`src/rtl/mole_pkg.sv`:
```
// Shared constants and state encoding for the whack-a-mole spawner.
package mole_pkg;
    typedef enum logic [1:0] {
        S_IDLE = 2'd0,
        S_GAP  = 2'd1,
        S_UP   = 2'd2
    } state_t;

    localparam int          NUM_HOLES    = 16;
    localparam int          HOLE_IDX_W   = 4;
    localparam logic [15:0] LFSR_TAPS    = 16'hB400;
    localparam logic [15:0] DEFAULT_SEED = 16'hACE1;
endpackage

```
`src/rtl/mole_lfsr.sv`:
```
// Free-running 16-bit Fibonacci LFSR (x^16+x^14+x^13+x^11+1); a zero seed
// would lock up, so it is swapped for the default seed.
module mole_lfsr
    import mole_pkg::*;
(
    input  logic        clock_i,
    input  logic        reset_i,
    input  logic [15:0] seed,
    output logic [15:0] q
);
    logic [15:0] seed_safe;

    assign seed_safe = (seed == 16'd0) ? DEFAULT_SEED : seed;

    always_ff @(posedge clock_i) begin
        if (reset_i) q <= seed_safe;
        else         q <= {q[14:0], ^(q & LFSR_TAPS)};
    end
endmodule

```
`src/rtl/mole_spawner.sv`:
```
// Mole pattern generator: one lit hole at a time, tick-timed gap/up phases.
// Optional MOLE_SPEEDUP_EN shortens the mole lifetime as the level rises.
module mole_spawner
    import mole_pkg::*;
#(
    parameter int          TICK_DIV       = 50_000_000,
    parameter int          GAP_TICKS      = 2,
    parameter int          LIFE_TICKS     = 8,
    parameter int          MIN_LIFE_TICKS = 2,
    parameter logic [15:0] LFSR_SEED      = 16'hACE1
) (
    input  logic        clock_i,
    input  logic        reset_i,
    input  logic        enable_i,
    input  logic        whacked_i,
    output logic [15:0] mole_o,
    output logic        hit_o,
    output logic        miss_o,
    output logic [3:0]  level_o
);
    localparam int PW   = (TICK_DIV > 1) ? $clog2(TICK_DIV) : 1;
    localparam int MAXT = (GAP_TICKS > LIFE_TICKS) ? GAP_TICKS : LIFE_TICKS;
    localparam int CW   = $clog2(MAXT + 1);

    state_t                state, state_n;
    logic [PW-1:0]         pre, pre_n;
    logic                  tick;
    logic [CW-1:0]         cnt, cnt_n;
    logic [CW-1:0]         life_reload;
    logic [HOLE_IDX_W-1:0] prev_idx, prev_n, idx;
    logic [15:0]           lfsr_q, mole_n;
    logic                  hit_n, miss_n;
    logic [3:0]            level_n;

    mole_lfsr u_lfsr (
        .clock_i (clock_i),
        .reset_i (reset_i),
        .seed    (LFSR_SEED),
        .q       (lfsr_q)
    );

    assign tick = (pre == PW'(TICK_DIV - 1));
    // Never relight the same hole twice in a row.
    assign idx  = (lfsr_q[3:0] == prev_idx) ? lfsr_q[3:0] + 4'd1 : lfsr_q[3:0];

`ifdef MOLE_SPEEDUP_EN
    always_comb begin
        if (LIFE_TICKS - int'(level_o) > MIN_LIFE_TICKS)
            life_reload = CW'(LIFE_TICKS - int'(level_o));
        else
            life_reload = CW'(MIN_LIFE_TICKS);
    end
`else
    // MIN_LIFE_TICKS never exceeds LIFE_TICKS, so this is always LIFE_TICKS.
    assign life_reload = CW'((LIFE_TICKS > MIN_LIFE_TICKS) ? LIFE_TICKS : MIN_LIFE_TICKS);
`endif

    always_comb begin
        state_n = state;
        cnt_n   = cnt;
        mole_n  = mole_o;
        prev_n  = prev_idx;
        hit_n   = 1'b0;
        miss_n  = 1'b0;
        level_n = level_o;
        if (!enable_i) begin
            state_n = S_IDLE;
            mole_n  = '0;
        end else begin
            case (state)
                S_IDLE: begin
                    state_n = S_GAP;
                    cnt_n   = CW'(GAP_TICKS);
                end
                S_GAP: if (tick) begin
                    if (cnt == CW'(1)) begin
                        state_n = S_UP;
                        mole_n  = 16'd1 << idx;
                        prev_n  = idx;
                        cnt_n   = life_reload;
                    end else begin
                        cnt_n = cnt - CW'(1);
                    end
                end
                S_UP: begin
                    // Whack takes priority over a simultaneous expiry.
                    if (whacked_i) begin
                        state_n = S_GAP;
                        cnt_n   = CW'(GAP_TICKS);
                        mole_n  = '0;
                        hit_n   = 1'b1;
                        level_n = (level_o == 4'hF) ? level_o : level_o + 4'd1;
                    end else if (tick) begin
                        if (cnt == CW'(1)) begin
                            state_n = S_GAP;
                            cnt_n   = CW'(GAP_TICKS);
                            mole_n  = '0;
                            miss_n  = 1'b1;
                        end else begin
                            cnt_n = cnt - CW'(1);
                        end
                    end
                end
                default: begin
                    state_n = S_IDLE;
                    mole_n  = '0;
                end
            endcase
        end
    end

    // Prescaler restarts with every state change so phases are whole ticks.
    assign pre_n = ((state_n != state) || tick) ? '0 : pre + PW'(1);

    always_ff @(posedge clock_i) begin
        if (reset_i) begin
            state    <= S_IDLE;
            pre      <= '0;
            cnt      <= '0;
            prev_idx <= 4'hF;
            mole_o   <= '0;
            hit_o    <= 1'b0;
            miss_o   <= 1'b0;
            level_o  <= 4'd0;
        end else begin
            state    <= state_n;
            pre      <= pre_n;
            cnt      <= cnt_n;
            prev_idx <= prev_n;
            mole_o   <= mole_n;
            hit_o    <= hit_n;
            miss_o   <= miss_n;
            level_o  <= level_n;
        end
    end
endmodule
```
`config.mk`:
```
export PLATFORM = sky130hd
export DESIGN_NAME = mole_spawner
export DESIGN_NICKNAME = d
export VERILOG_FILES = /design/src/rtl/mole_pkg.sv /design/src/rtl/mole_lfsr.sv /design/src/rtl/mole_spawner.sv
export SDC_FILE = /design/constraint.sdc
export NUM_CORES = 1
export LEC_CHECK = 0
export BUFFER_PORTS_ARGS = -buffer_cell sky130_fd_sc_hd__buf_2
export CAP_MARGIN = 20
export CORE_MARGIN = 3
export CORE_UTILIZATION = 40
export CTS_BUF_LIST = sky130_fd_sc_hd__clkbuf_4 sky130_fd_sc_hd__clkbuf_8
export DETAILED_ROUTE_END_ITERATION = 10
export GPL_TIMING_DRIVEN = 0
export PLACE_DENSITY_LB_ADDON = 0.08
export SYNTH_ARGS = -nofsm -noshare
export SYNTH_HDL_FRONTEND = slang
export SYNTH_SLANG_ARGS = --single-unit
```
`constraint.sdc`:
```
create_clock -name clock_i -period 3.4 [get_ports clock_i]
set_clock_uncertainty 0.05 [all_clocks]
set_input_delay 0 -clock clock_i [delete_from_list [all_inputs] [get_ports clock_i]]
set_output_delay 0 -clock clock_i [all_outputs]
set_load 0.02 [all_outputs]
```
**After elaboration in Yosys (flattened, before gate mapping)**

Index checks and enable logic that the tools add are counted.

- Output and inout port bits: 22
- Bits of input ports: 4
- Bits in registers: 74
- Logic and storage cells: 64

- Add/sub/neg operators: 4
- Mux-type cells: 22
- Shifts and indexed selects: 1
- Reduce and logical (&&, ||, !) cells: 12
- Bitwise logic cells: 5
- Eq/ne operators: 11

Operator list:

| operator | number |
|---|---|
| $mux 16 | 5 |
| $pmux 16 s3 | 1 |
| $add 26x1->26 const B | 1 |
| $eq 26x26->1 const B | 1 |
| $mux 4 | 6 |
| $reduce_xor 16->1 | 1 |
| $shl 1x4->16 const A | 1 |
| $mux 2 | 6 |
| $pmux 4 s3 | 1 |
| $reduce_and 4->1 | 3 |
| $add 4x1->4 const B | 2 |
| $ne 3x3->1 const B | 2 |
| $pmux 2 s3 | 1 |
| $not 1->1 | 5 |
| $reduce_and 5->1 | 1 |
| $reduce_or 5->1 | 1 |
| $eq 4x1->1 const B | 1 |
| $eq 4x4->1 | 1 |
| $eq 4x4->1 const B | 1 |
| $ne 2x2->1 const B | 2 |
| $reduce_or 2->1 | 2 |
| $sub 4x1->4 const B | 1 |
| $reduce_bool 3->1 | 1 |
| $reduce_or 3->1 | 1 |
| other kinds (6) | 7 |

**Longest topological paths before layout**

Gate-level depths: netlist of the first run.

- Depth in word-level cells: 9
- Depth in mapped cells: 8
- Gate-level depth less buffers: 7

**Modules after synthesis**

Synthesis of the first run repeated with hierarchy kept, for this count alone.

- Cell total of the unflattened synthesis: 378
- Area total of the unflattened synthesis: 3662.3 um^2

By module, submodules not included:

| module | area an instance (um^2) | seq. area each (um^2) | times used | cells an instance |
|---|---|---|---|---|
| mole_spawner | 3078.0 | 1161.1 | 1 | 336 |
| mole_lfsr | 584.3 | 320.3 | 1 | 42 |

**Worst setup path after synthesis of the first run**

No wires, ideal clock.

- Path kind: register -> register
- From: register pre[24]
- To: register cnt[2]
- Buffers on the path: 1
- Clock period less this slack: 2.368 ns
- Slack: 1.032 ns
- Library setup time: 0.059 ns
- Data required time: 3.291 ns
- Stages on the path, launching flop included: 7
- Arrival time: 2.259 ns
- Path through: dfxtp_1 > or4_1 > or4_1 > buf_2 > or3_4 > nor4b_4 > a31o_1

- Longest elaborated chain between the ends: 3
- Elaborated cells between the ends (all ways): 4
- Those cells by class: 3 x eq/ne; 1 x reduce/logical

RTL lines:

| element | RTL line | RTL |
|---|---|---|
| start, declared | mole_spawner.sv:26 | `logic [PW-1:0] pre, pre_n;` |
| start signal, assigned | mole_spawner.sv:127 | `pre <= pre_n;` |
| $eq 26x26->1 * | mole_spawner.sv:42 | `assign tick = (pre == PW'(TICK_DIV - 1));` |
| $ne 3x3->1 (no line) or $ne 2x2->1 (tied branches) | -- |  |
| $reduce_and 4->1 (no line) * | -- |  |
| end signal, assigned | mole_spawner.sv:128 | `cnt <= cnt_n;` |
| end, declared | mole_spawner.sv:28 | `logic [CW-1:0] cnt, cnt_n;` |

Mark *: on every way between the ends. The rest lies on a longest branch, timed or not.
A chain may end at the register's enable or synchronous reset.

**Final worst setup path of the first run**

- From: register pre[0]
- To: register pre[18]

- Longest elaborated chain between the ends: 8
- Elaborated cells between the ends (all ways): 10
- Those cells by class: 1 x add/sub; 2 x eq/ne; 5 x mux; 2 x reduce/logical

RTL lines:

| element | RTL line | RTL |
|---|---|---|
| $eq 26x26->1 | mole_spawner.sv:42 |  |
| $mux 2 | mole_spawner.sv:93 | `end else if (tick) begin` |
| $mux 2 | mole_spawner.sv:87 | `if (whacked_i) begin` |
| $pmux 2 s3 | mole_spawner.sv:70 | `case (state)` |
| $mux 2 | mole_spawner.sv:66 | `if (!enable_i) begin` |
| $ne 2x2->1 | mole_spawner.sv:113 | `assign pre_n = ((state_n != state) \|\| tick) ? '0 : pre + PW'(1);` |
| $logic_or 1x1->1 | mole_spawner.sv:113 |  |
| $reduce_or 2->1 (no line) | -- |  |

Parallel ways exist; a longest one is shown, timed or not.

==> results of run 1 <==
[worst max-delay path by stage]
stage / from / end / slack, ps / cells past startpoint
6_report: pre[0] / pre[18] / 740 / 8
5_1_grt: pre[0] / mole_o[10] / 530 / 8
4_1_cts: pre[0] / pre[18] / 730 / 8
3_5_place_dp: pre[0] / pre[21] / 750 / 8
3_3_place_gp: pre[0] / pre[8] / 750 / 8
2_1_floorplan: pre[24] / cnt[2] / 1030 / 6
[layer usage]
layer	global-route usage	part of all wire	vias up
met1	0.197	0.50	1123
li1	-	-	1279
met4	0.0735	0.027	0
met5	0	0	-
met2	0.237	0.44	33
met3	0.0505	0.033	16
[what timing repair did]
| item | 4_1_cts | 5_1_grt |
|---|---|---|
| gates resized for setup | 0 | 0 |
| endpoints found under the hold margin | 3 | 0 |
| setup buffers | 0 | 0 |
| setup endpoints to repair | 0 | 0 |
| hold buffers | 2 | 0 |
[registers in the layout, summed over array words and instances (netlist names)]
| name | count |
|---|---|
| cnt | 4 |
| u_lfsr.q | 16 |
| mole_o | 16 |
| hit_o | 1 |
| state | 2 |
| miss_o | 1 |
| pre | 26 |
| prev_idx | 4 |
| level_o | 4 |
[power by group through the flow]
stage	sequential [uW]	combinational, uW	clock [uW]
after global placement	917	115	0
after floorplan	914	87.9	0
after detailed placement	918	116	0
after global routing	900	133	866
final	897	117	807
after CTS	897	118	835
[synth_stat cells (2+ instances only)]
cell type / count
clkbuf_1: 7
o21ai_0: 9
or2_2: 7
nand4_1: 11
mux2_2: 2
buf_2: 3
nand3_1: 12
nor3b_1: 2
nor4b_1: 3
o2bb2ai_1: 17
nor2b_1: 10
and3_1: 4
nor2_1: 49
a21oi_1: 6
nor4_1: 5
inv_1: 14
mux2i_1: 6
and4_1: 2
a41oi_1: 2
nand2_1: 13
or4_1: 2
xor2_1: 12
a211oi_1: 4
ha_1: 9
nand2b_1: 10
o31ai_1: 2
dfxtp_1: 74
or3_1: 2
xnor2_1: 23
nor3_1: 10
[final cells by class]
cell class / count / area (sq um)
timing repair buffer: 27 / 145
tap: 102 / 128
multi-input combinational: 247 / 1640
inverter: 14 / 52.6
buffer: 10 / 41.3
fill: 778 / 4040
clock inverter: 5 / 104
clock buffer: 10 / 131
sequential: 74 / 1480
[critical path: stages (launching register included)]
cell	delay, ps
dfxtp_1	380
ha_1	200
nand3_1	220
or4_1	570
buf_2	190
or3_4	420
nand3_2	170
buf_2	260
nor2_1	70
[kinds of logic (layout without fill, tap and decap cells)]
logic type	count (synthesis)	in the layout	synth area share
compound gates	46	46	0.105
mux	8	8	0.0257
flops	74	74	0.461
buf+inv	24	66	0.0292
xor+xnor	35	35	0.0953
simple gates	149	149	0.250
fa+ha+maj	9	9	0.0350
[per-stage QoR]
stage                util  std cells  total power, uW  area, sq um  setup slack [ps]
global placement    0.447        472             1030         3470               753
finish              0.480        489             1820         3720               738
CTS                 0.480        489             1850         3720               729
global route        0.480        489             1900         3720               531
detailed placement  0.447        472             1030         3470               750
floorplan               -        345             1000         3220              1030
[cells in the final DEF, fill, tap and decap left out, types with 5 or more instances in the layout]
master,count
nor2_1,49
nor3_1,10
mux2i_1,6
nor4_1,5
o2bb2ai_1,17
buf_2,28
or2_2,7
a21oi_1,6
nor2b_1,10
xor2_1,12
nand2_1,13
dfxtp_1,74
nand3_1,12
inv_1,14
o21ai_0,9
clkbuf_1,7
ha_1,9
nand4_1,11
clkbuf_8,9
nand2b_1,10
xnor2_1,23
==> run metrics, run 1 <==
initial core utilization=0.414; Top FF cell, synth=dfxtp_1; Fin. Hold Viols=0; Boundary Pins=26; gpl congestion=0.784; drt total wl=6580 um; Root Driver=clkbuf_8; Yosys top cell area share=0.461; RSZ-0062 raised after global routing=no; Layout area overhead=15.8%; Yosys top cell by area=dfxtp_1; R2R Path Start=pre[0]; syn_nets=358; die width=95.7 um; Antenna Diode Count=0; Worst Hold Class=primary input to flip-flop; dpl hpwl=just under 5000 um; largest net degree at the start of global routing=13; PortBufs=25; hold depth=3; vias=2451; combinational fraction of design power=0.064; Residual DRC=0; fin crit period=2660 ps; asr flop ratio synth=0; setup_tns=0 ps; register bit total from synthesis=74; endpoints failing setup=0; outcome=complete, no violations; share of layout cells above drive strength 1=0.147; number of distinct library cells after synthesis=43; routed length per instance=between 10 and 15 um; Num Clock Sinks=74; crit share post-route=0.783; CTS Buffer Depth=2; R2R Setup Slk=740 ps; leakage=0.00136 uW; Critical Setup Path Class=flip-flop to flip-flop; Sequential Power Share=0.493; power density over the cells=489 nW/um^2; Peak VDD IR=259 uV; number of synthesized flops with an enable pin=0; DRT Pass-1 Iters=4; Clock Power Share=0.443; Cell Area, Synth=3220 sq um; Die H=~96 um; final slew viol count=0; DR iter-0 viols=a little over 60; R2R Path End=pre[18]; synthesized instance count=approximately 350; die area=9150 sq um; Worst Tran Pin Value=695 ps; switching share of power=0.220; worst-path maximum fanout=10; hold_sp=enable_i; row count=32; CP Launch Type=flip-flop; gr usage total=0.155; H-tree levels=3; Via density=between 5 and 6; antenna viol nets, final=0; first-pass GRT wire length=roughly 11000 um; Min Hold Slack=96.7 ps; FF-to-FF path depth=8; global route total overflow=0; CP endpoint kind=flip-flop; CTS clk-pin slew, worst paths=80 ps; Cell Int Power=1420 uW; worst path arrival time=2840 ps; Avg Cell Area, Syn=9.32 sq um; headroom to the max-slew limit=0.530; top post-synthesis cells by area=dfxtp_1, xnor2_1, nor2_1, o2bb2ai_1, ha_1; CTS tree=yes; Fmax achieved=376 MHz; NetSw=400 uW; worst-skew pair later-pin latency=350 ps; TritonCTS buffer count=9; max-cap check violation count=0; register area share after synthesis=0.461; Final nets=396; vias in the first global route=2292; Req. time, crit path=3580 ps; Synth warnings=0; Endpoint, Worst Hold=miss_o; core area=7770 sq um; initial antenna violation count=0
Note: power is estimated with default switching activity, not from simulation.
==> run 2: changes to the inputs <==
==> constraint.sdc (replaced) <==
create_clock -name clock_i -period 2.5 [get_ports clock_i]
set_clock_uncertainty 0.05 [all_clocks]
set_input_delay 0 -clock clock_i [delete_from_list [all_inputs] [get_ports clock_i]]
set_output_delay 0 -clock clock_i [all_outputs]
set_load 0.02 [all_outputs]
==> run 2 against run 1 <==
Effect of this change: cell area up 1.2%; sequential cell count did not move; sequential share of layout area is 0.36 points lower; critical path type unchanged; largest power group unchanged.
==> run metrics, run 2 (synthesis results as in run 1) <==
Antenna Diode Count=0 (unchanged); worst-path maximum fanout=7 (was 10); power density over the cells=659 nW/um^2 (was 489 nW/um^2); Via density=5.04 (was 5.01); gpl congestion=0.784 (unchanged); PortBufs=25 (unchanged); highest-count cells in the layout ignoring fill and taps=dfxtp_1, nor2_1, buf_2 (unchanged); DR iter-0 viols=65 (was 61); Worst Tran Pin Value=715 ps (was 695 ps); Buf+Inv Stages, Crit Path=0 (was 2); CP endpoint kind=flip-flop (unchanged); TritonCTS buffer count=9 (unchanged); core area=7770 sq um (unchanged); vias=2461 (was 2451); Final nets=395 (was 396); FF-to-FF path depth=5 (was 8); dpl hpwl=4800 um (unchanged); worst path arrival time=2630 ps (was 2840 ps); initial core utilization=0.414 (unchanged); met2 WL=2900 um (was 2910 um); Top Registers=pre (26), mole_o (16), u_lfsr.q (16) (unchanged); CP Launch Type=flip-flop (unchanged); Most flops, register=pre (unchanged); Boundary Pins=26 (unchanged); leakage=0.00137 uW (was 0.00136 uW); endpoints failing setup=0 (unchanged); global route total overflow=0 (unchanged); Largest register FFs=26 (unchanged); wire length on met1=3260 um (was 3270 um); WL met3=261 um (was 218 um); drt total wl=6600 um (was 6580 um); dpl cells=472 (unchanged); switching share of power=0.220 (about the same); Critical Setup Path Class=flip-flop to flip-flop (unchanged); Residual DRC=0 (unchanged); fin cells=488 (was 489); antenna viol nets, final=0 (unchanged); Clock Power Share=0.441 (was 0.443); fin crit period=2390 ps (was 2660 ps); headroom to the max-slew limit=0.516 (was 0.530); CTS clk-pin slew, worst paths=70 ps (was 80 ps); die area=9150 sq um (unchanged); Pwr Total=2490 uW (was 1820 uW); first-pass GRT wire length=10900 um (was 10800 um); largest net degree at the start of global routing=13 (unchanged); hold depth=3 (unchanged); Worst Hold Class=primary input to flip-flop (unchanged); Layout area overhead=17.2% (was 15.8%); commonest non-fill, non-tap cell in the layout=dfxtp_1 (unchanged); Cell Int Power=1940 uW (was 1420 uW); critical-path cell list=or4_1 > or4_4 > or3_4 > nor4b_4 > a31o_1 (was ha_1 > nand3_1 > or4_1 > buf_2 > or3_4 > nand3_2 > buf_2 > nor2_1); CTS tree=yes (unchanged); share of layout cells above drive strength 1=0.174 (was 0.147); outcome=complete, no violations (unchanged); worst-skew pair later-pin latency=350 ps (about the same); Fmax achieved=418 MHz (was 376 MHz); Num Clock Sinks=74 (unchanged); Crit-path slowest cell=or4_4 (was or4_1); Sequential Power Share=0.491 (was 0.493); Peak VDD IR=350 uV (was 259 uV); top layer in use=met4 (unchanged); Fin. Hold Viols=0 (unchanged); max-cap check violation count=0 (unchanged); crit share post-route=0.958 (was 0.783); routed length per instance=13.5 um (about the same); final slew viol count=0 (unchanged); vias in the first global route=2302 (was 2292); Crit path largest cell delay=560 ps (was 570 ps); placed instance area=3470 sq um (unchanged); Root Driver=clkbuf_8 (unchanged); initial antenna violation count=0 (unchanged); CTS Buffer Depth=2 (unchanged); final instance area=3770 sq um (was 3720 sq um); RSZ-0062 raised after global routing=no (unchanged); number of buffers added for setup after CTS=0 (unchanged); Req. time, crit path=2730 ps (was 3580 ps); CP Depth=5 (was 8); DRT Pass-1 Iters=4 (unchanged); NetSw=546 uW (was 400 uW); Die H=95.7 um (unchanged); row count=32 (unchanged); combinational fraction of design power=0.067 (was 0.064); H-tree levels=3 (unchanged); gr usage total=0.156 (was 0.155); Util after Layout=0.486 (was 0.480); cell family with most CP delay=simple AND/OR/NAND/NOR gates (unchanged); die width=95.7 um (unchanged); Min Hold Slack=116 ps (was 96.7 ps)
## run 2: changes by cell type in the layout (fill, tap and decap cells not counted), sizes merged
cell and change:
buf -1
## run 2: tightest hold or removal path, delay by kind of cell
| kind | cells | cell delay (ps) |
|---|---|---|
| simple gates | 2 | 310 |
| buf+inv | 1 | 140 |
## run 2: final timing paths
kind | from | end | slack (ps)
worst max-delay path | pre[24] | cnt[2] | 110
worst min-delay path | enable_i | miss_o | 120
worst max register to register | pre[24] | cnt[2] | 110
worst min register to register | u_lfsr.q[9] | u_lfsr.q[10] | 360
## run 2: power groups by stage
stage | combinational, uW | sequential, uW | clock [uW]
after global placement | 156 | 1250 | 0
after CTS | 168 | 1220 | 1140
after global routing | 189 | 1230 | 1180
final | 167 | 1220 | 1100
after floorplan | 120 | 1240 | 0
after detailed placement | 157 | 1250 | 0
## run 2: metal layers
metal | vias up | global-route usage
li1 | 1276 | -
met2 | 39 | 0.237
met1 | 1130 | 0.199
met4 | 0 | 0.0735
met5 | - | 0
met3 | 16 | 0.0505
## run 2: area by class of cell
class	instances	area [sq um]
fill	770	4000
clock buffer	10	131
inverter	14	52.6
clock inverter	5	104
timing repair buffer	27	145
sequential	74	1490
multi-input combinational	247	1670
tap	102	128
buffer	9	52.6
## run 2: what timing repair did
item / CTS / global route
resized for setup: 14 / 6
hold endpoints to repair: 3 / 0
cloned: 0 / 0
hold buffers: 2 / 0
setup endpoints to repair: 38 / 35
pin swaps: 1 / 3
## run 2: through the flow
step	TNS (ps)	setup slack, ps
5_1_grt	0	2.10
2_1_floorplan	0	132
3_5_place_dp	-3990	-150
3_3_place_gp	-3760	-147
6_report	0	105
4_1_cts	0	15.9
